`config.mk`:
```
export PLATFORM = sky130hd
export DESIGN_NAME = serial_addn
export DESIGN_NICKNAME = d
export VERILOG_FILES = /design/src/rtl/serial_add_pkg.sv /design/src/rtl/serial_addn_add_digit.sv /design/src/rtl/serial_addn.sv
export SDC_FILE = /design/constraint.sdc
export NUM_CORES = 1
export LEC_CHECK = 0
export CORE_MARGIN = 2
export CORE_UTILIZATION = 40
export DETAILED_ROUTE_END_ITERATION = 16
export GPL_ROUTABILITY_DRIVEN = 1
export PLACE_DENSITY_LB_ADDON = 0.05
export SLEW_MARGIN = 20
export SYNTH_ARGS = -nofsm -noshare
export SYNTH_HDL_FRONTEND = slang
export SYNTH_HIERARCHICAL = 1
export SYNTH_SLANG_ARGS = --single-unit
```
`constraint.sdc`:
```
create_clock -name clk -period 2.51 [get_ports clk]
set_input_delay 0.3765 -clock clk [delete_from_list [all_inputs] [get_ports clk]]
set_output_delay 0.3765 -clock clk [all_outputs]
set_load 0.05 [all_outputs]
```
`src/rtl/serial_add_pkg.sv`:
```
// Shared types and sizing helpers for the digit-serial adder.
package serial_add_pkg;

    // Controller states of the digit-serial adder
    typedef enum logic [1:0] {
        IDLE = 2'd0,
        RUN  = 2'd1,
        HOLD = 2'd2
    } state_e;

    // Number of digit steps needed to cover the full operand width
    function automatic int unsigned ndig(input int unsigned width, input int unsigned digit);
        return width / digit;
    endfunction

    // Counter width for n steps; a single-step add still needs a 1-bit counter
    function automatic int unsigned cnt_w(input int unsigned n);
        return (n <= 1) ? 1 : $clog2(n);
    endfunction

endpackage

```
`src/rtl/serial_addn_add_digit.sv`:
```
// DIGIT-wide ripple-carry cell; also exposes the carry into its top bit for overflow.
module add_digit #(
    parameter int unsigned DIGIT = 4
) (
    input  logic [DIGIT-1:0] a_d,
    input  logic [DIGIT-1:0] b_d,
    input  logic             c_in,
    output logic [DIGIT-1:0] s_d,
    output logic             c_out,
    output logic             c_msb
);

    logic [DIGIT:0] c;

    assign c[0] = c_in;

    // Chain of full adders, carry rippling from bit 0 upward
    for (genvar i = 0; i < DIGIT; i++) begin : g_fa
        assign s_d[i]   = a_d[i] ^ b_d[i] ^ c[i];
        assign c[i+1]   = (a_d[i] & b_d[i]) | (c[i] & (a_d[i] ^ b_d[i]));
    end

    assign c_out = c[DIGIT];
    assign c_msb = c[DIGIT-1];

endmodule

```
`src/rtl/serial_addn.sv`:
```
// Digit-serial WIDTH-bit adder: DIGIT bits per clock with valid/ready on both sides.
module serial_addn
    import serial_add_pkg::*;
#(
    parameter int unsigned WIDTH = 16,
    parameter int unsigned DIGIT = 4
) (
    input  logic             clk,
    input  logic             rst,
    input  logic             in_valid,
    output logic             in_ready,
    input  logic [WIDTH-1:0] a,
    input  logic [WIDTH-1:0] b,
    input  logic             ci,
    output logic             out_valid,
    input  logic             out_ready,
    output logic [WIDTH-1:0] sum,
    output logic             co,
    output logic             ovf
);

    localparam int unsigned NDIG = ndig(WIDTH, DIGIT);
    localparam int unsigned CW   = cnt_w(NDIG);

    state_e           state_q, state_d;
    logic [WIDTH-1:0] a_q, a_d;
    logic [WIDTH-1:0] b_q, b_d;
    logic [WIDTH-1:0] sum_q, sum_d;
    logic [CW-1:0]    cnt_q, cnt_d;
    logic             carry_q, carry_d;
    logic             ovf_q, ovf_d;

    logic [DIGIT-1:0] s_dig;
    logic             c_dig;
    logic             c_msb_dig;
    logic             accept;
    logic             last_dig;

    add_digit #(
        .DIGIT (DIGIT)
    ) u_add_digit (
        .a_d   (a_q[DIGIT-1:0]),
        .b_d   (b_q[DIGIT-1:0]),
        .c_in  (carry_q),
        .s_d   (s_dig),
        .c_out (c_dig),
        .c_msb (c_msb_dig)
    );

    assign accept   = in_valid && in_ready;
    assign last_dig = (cnt_q == CW'(NDIG - 1));

    // State register
    always_ff @(posedge clk or posedge rst) begin
        if (rst) begin
            state_q <= IDLE;
        end else begin
            state_q <= state_d;
        end
    end

    // Next-state logic; a HOLD handshake with fresh operands goes straight back to RUN
    always_comb begin
        state_d = state_q;
        unique case (state_q)
            IDLE: if (accept) state_d = RUN;
            RUN:  if (last_dig) state_d = HOLD;
            HOLD: if (out_ready) state_d = in_valid ? RUN : IDLE;
            default: state_d = IDLE;
        endcase
    end

    // Handshake outputs decoded from the current state
    always_comb begin
        in_ready  = 1'b0;
        out_valid = 1'b0;
        unique case (state_q)
            IDLE: in_ready = 1'b1;
            HOLD: begin
                out_valid = 1'b1;
                in_ready  = out_ready;
            end
            default: ;
        endcase
    end

    // Datapath next values: load on accept, one digit step per RUN cycle
    always_comb begin
        a_d     = a_q;
        b_d     = b_q;
        sum_d   = sum_q;
        cnt_d   = cnt_q;
        carry_d = carry_q;
        ovf_d   = ovf_q;
        if (accept) begin
            a_d     = a;
            b_d     = b;
            carry_d = ci;
            cnt_d   = '0;
        end else if (state_q == RUN) begin
            a_d     = a_q >> DIGIT;
            b_d     = b_q >> DIGIT;
            sum_d   = (sum_q >> DIGIT) | (WIDTH'(s_dig) << (WIDTH - DIGIT));
            carry_d = c_dig;
            cnt_d   = cnt_q + CW'(1);
            if (last_dig) begin
                ovf_d = c_msb_dig ^ c_dig;
            end
        end
    end

    // Datapath registers
    always_ff @(posedge clk or posedge rst) begin
        if (rst) begin
            a_q     <= '0;
            b_q     <= '0;
            sum_q   <= '0;
            cnt_q   <= '0;
            carry_q <= 1'b0;
            ovf_q   <= 1'b0;
        end else begin
            a_q     <= a_d;
            b_q     <= b_d;
            sum_q   <= sum_d;
            cnt_q   <= cnt_d;
            carry_q <= carry_d;
            ovf_q   <= ovf_d;
        end
    end

    // The running carry after the final digit is the carry out of the MSB
    assign sum = sum_q;
    assign co  = carry_q;
    assign ovf = ovf_q;

endmodule

```
# == Word level (Yosys, flattened, before mapping) ==
# Index checks and enable logic that the tools add are counted.
# word_totals
ff_bits,54
input_bits,37
out_inout_bits,20
wordCells,58
# op_classes
muxes,15
n_addsub,1
n_bitwise,23
eq_ne,6
n_reduce_logical,6
# op_table
op,n
16-bit two-way mux,4
12-bit by 16-bit bitwise OR with 16-bit output,1
2-bit two-way mux,5
1-bit XOR,9
1-bit bitwise AND,8
2-bit != test (second input constant),3
2-bit one-hot mux with 3 select lines,1
3-bit AND reduction,2
2-bit equality test (second input constant),2
1-bit two-way mux,4
1-bit bitwise OR,4
2-bit by 1-bit adder with 2-bit output (second input constant),1
2-bit by 1-bit equality test with 1-bit output (second input constant),1
2-bit zero test,1
1-bit one-hot mux with 2 select lines,1
2-bit AND reduction,1
2-bit nonzero test,1
1-bit logical AND,1
1-bit inverter,1

# == Logic depth before layout (Yosys ltp) ==
# depth
word_depth,11
ltp_mapped,8
ltp_nobuf,8

# == Modules after synthesis ==
# Netlist, hierarchy kept.
# modules_own_cells
module,area_each_um2,instances,seq_area_each_um2,cells_per_inst
serial_addn,2331.0,1,1351.3,214
add_digit,110.1,1,0.0,12

# == Worst setup path after synthesis ==
# No wires, ideal clock.
# synth_timing
path_type,register -> register
from,"register carry_q, in the netlist co"
to,"register ovf_q, in the netlist ovf"
arrival_ns,2.272
required_time_ns,2.382
period_less_slack_ns,2.400
n_path_buf,0
stages_incl_launch_ff,9
setup_ns,0.128
path_slack_ns,0.110
cell_sequence,dfrtp_1 -> fa_1 -> inv_1 -> fa_1 -> fa_1 -> inv_1 -> fa_1 -> xor2_1 -> mux2_1
# synth_via
elab_chain_cells,9
# synth_lines
item,line,text
"start, declared",serial_addn.sv:30,"logic carry_q, carry_d;"
"start signal, assigned",serial_addn.sv:126,carry_q <= carry_d;
1-bit bitwise AND,serial_addn_add_digit.sv:20,assign c[i+1] = (a_d[i] & b_d[i]) | (c[i] & (a_d[i] ^ b_d[i]));
1-bit bitwise OR,serial_addn_add_digit.sv:20,
1-bit bitwise AND,serial_addn_add_digit.sv:20,
1-bit bitwise OR,serial_addn_add_digit.sv:20,
1-bit bitwise AND,serial_addn_add_digit.sv:20,
1-bit bitwise OR,serial_addn_add_digit.sv:20,
net c_msb_dig,serial_addn.sv:35,logic c_msb_dig;
1-bit bitwise AND,serial_addn_add_digit.sv:20,
1-bit bitwise OR,serial_addn_add_digit.sv:20,
net c_dig,serial_addn.sv:34,logic c_dig;
1-bit XOR,serial_addn.sv:107,ovf_d = c_msb_dig ^ c_dig;
"end signal, assigned",serial_addn.sv:127,ovf_q <= ovf_d;
"end, declared",serial_addn.sv:31,"logic ovf_q, ovf_d;"
# The timed path passes the listed nets, and every way through them passes these cells.
# A chain may end at the register's enable or synchronous reset.

# == Worst setup path in the final report ==
# layout_timing
from,register a_q[0]
to,"register ovf_q, in the netlist ovf"
# layout_via
elab_chain_cells,10
word_cells_on_any_way,11
cone_classes,bitwise: 11
# layout_lines
item,line,text
"start, declared",serial_addn.sv:26,"logic [WIDTH-1:0] a_q, a_d;"
"start signal, assigned",serial_addn.sv:115,a_q <= '0;
"start signal, assigned",serial_addn.sv:122,a_q <= a_d;
1-bit XOR,serial_addn_add_digit.sv:20,
1-bit bitwise AND,serial_addn_add_digit.sv:20,
1-bit bitwise OR *,serial_addn_add_digit.sv:20,
1-bit bitwise AND *,serial_addn_add_digit.sv:20,
1-bit bitwise OR *,serial_addn_add_digit.sv:20,
1-bit bitwise AND *,serial_addn_add_digit.sv:20,
1-bit bitwise OR *,serial_addn_add_digit.sv:20,
net c_msb_dig,serial_addn.sv:35,
1-bit bitwise AND *,serial_addn_add_digit.sv:20,
1-bit bitwise OR *,serial_addn_add_digit.sv:20,
net c_dig,serial_addn.sv:34,
1-bit XOR *,serial_addn.sv:107,
# Mark *: on every way through the listed nets, which the timed path passes. The rest lies on a longest branch.

==> results.cfg <==
[die]
ios = 57
row_count = 28
die_w_um = 82.12
die_height_um = 82.12
die_area_um2 = 6744
coreArea_um2 = 5921
start_util_pct = 41.23

[detailed_routing]
avgViaCountPerCell = 5.037
firstDrtPassIters = 4
wl_per_cell_um = 15.12
drc = 0
dr_total_vias = 1773
postRouteAntennaNets = 0
finalWirelength_um = 5322
drt_iter0_drc = 88

[final_layout]
diodes = 0
drive_above_1_share_pct = 6.859
syn_to_final_growth_pct = 27.78
fin_nets = 318

[sta]
period_minus_slack_ns = 2.247
rsz0062_at_grt = false
setup_viol = 0
hold_violations = 0
maxSlewViolCount = 0
fmax_ghz = 0.4451
worst_pin_slew_ns = 0.9884
fin_crit_sh_pct = 89.51
clock_skew_ns = 0.007961
whs_ns = 0.3801
relSlewSlack_pct = 34.11
tns_ns = 0

[clocking]
cts-root-buf = clkbuf_8
numCtsBuffers = 5
postCtsSetupRepairBufs = 0
clock_sinks = 54
holdBufCountCts = 0
clk_pin_slew_ns = 0.10
cts_max_path_buffers = 2
cts_tree = yes
clock_latency_ns = 0.31
cts-resized-gates = 0
htree_levels = 2

[pwr]
peakVddDrop_uv = 1012
p_leak_nw = 1.517
power.total_mw = 4.315
cellPowerDensity_nw_per_um2 = 1383

[synth]
synthTopCellsByArea = dfrtp_1, a221o_1, nand2_1
synth_edf_count = 0
netlist_area_um2 = 2441
yosys_warnings = 6
synth_top_area_share_pct = 55.36
synth_nets = 268
synthTopCellsByCount = nand2_1, dfrtp_1, a221o_1, and3_1
yosysSeqAreaShare_pct = 55.36
synth_flop_cell = dfrtp_1
yosysTopAreaCell = dfrtp_1
yosysUniqueCellTypes = 23
synth_seq_cells = 54
synthArstFlopShare_pct = 100.0
synth.avg_cell_area_um2 = 10.80
yosysMostFrequentCell = nand2_1
syn_inst = 226

[critical_path]
worst-path-max-fanout = 2
cp-start-kind = register
setup.worst_path.class = reg -> reg
crit_arrival_ns = 2.45
critPathRequiredTime_ns = 2.71
endpoint_kind = register

[place]
hpwl_um = 3695
port_buffers = 56
place_congestion = 0.7597

[global_routing]
overflow = 0
grt_start_max_net_pins = 28
antenna_found_initial = 0
grt_pass1_wl_um = 8638
grt_pass1_vias = 1672
groute.usage.overall_pct = 17.33

[job]
cap_violations = 0

[hold_path]
hold_class = in -> async

[outcome]
run_status = finished clean
==> final cells by class <==
| class | count | area (µm²) |
|---|---|---|
| inverters | 9 | 33.78 |
| well taps | 75 | 93.84 |
| flip-flops and latches | 54 | 1351 |
| multi-input cells | 144 | 919.6 |
| clock buffers | 7 | 96.34 |
| fillers | 564 | 2801 |
| clock inverters | 1 | 8.758 |
| repair buffers | 62 | 615.6 |
==> critical path, stage by stage (launching register included) <==
cell	delay (ns)
dfrtp_1	0.41
fa_1	0.41
inv_1	0.07
fa_1	0.18
fa_1	0.16
inv_1	0.06
fa_1	0.39
xor2_1	0.17
mux2_1	0.28
==> cell families after synthesis <==
family	Yosys count	share of synthesized area, %
DFF	54	55.36
xor gates and xnor gates	1	0.3589
adders and majority gates	5	3.793
buffers and inverters	28	7.073
muxes	2	1.076
and+or+nand+nor	99	19.07
AOI/OAI and AO/OA	37	13.28
==> routing by layer <==
metal  GRT usage, %  vias up  part of all wire (%)
li1               -      881                     -
met1          27.12      845                    53
met2          23.58       42                    42
met3          3.587        5                   4.0
met4          6.000        0                   1.4
met5              0        -                     0
==> cell usage in the layout, fill, tap and decap left out, types with 2 or more instances in the layout <==
master	instances
nand2b_1	2
fa_1	4
nand3_1	8
and2b_1	3
clkbuf_8	7
o21ai_1	9
nand2_1	59
inv_1	8
a221o_1	25
buf_4	6
dfrtp_1	54
clkdlybuf4s50_1	55
and3_1	25
==> flip-flops by register name, summed over array words and instances, names as in the netlist <==
register,cells
co,1
state_q,2
cnt_q,2
a_q,16
b_q,16
ovf,1
sum,16
==> path summary, 6_finish.rpt <==
check,startpoint,to,slack (ns),cells past startpoint
worst max-delay path,a_q[0],ovf,0.26,8
max in group asynchronous,rst,b_q[5],1.51,3
worst min register to register,sum[1],sum[1],0.48,2
min in group clk,sum[1],sum[1],0.48,2
worst min-delay path,rst,ovf,0.38,2
worst max register to register,a_q[0],ovf,0.26,8
==> report_power, final <==
part	leakage (nW)	switching [mW]	internal [mW]
Combinational	0.779	1.36	0.877
Sequential	0.683	0.270	1.27
Clock	0.0544	0.281	0.253
Total	1.52	1.91	2.41
==> through the flow <==
step                      std cells  area, µm²  worst slack (ns)  util (%)
after global routing            352       3119            0.1617     52.68
after floorplan                 226       2441            0.1100         -
after detailed placement        344       3014            0.2710     50.91
final                           352       3119            0.2632     52.68
after CTS                       352       3119            0.2499     52.68
after global placement          344       3014            0.3073     50.91
Power figures use the tool's default switching activity.
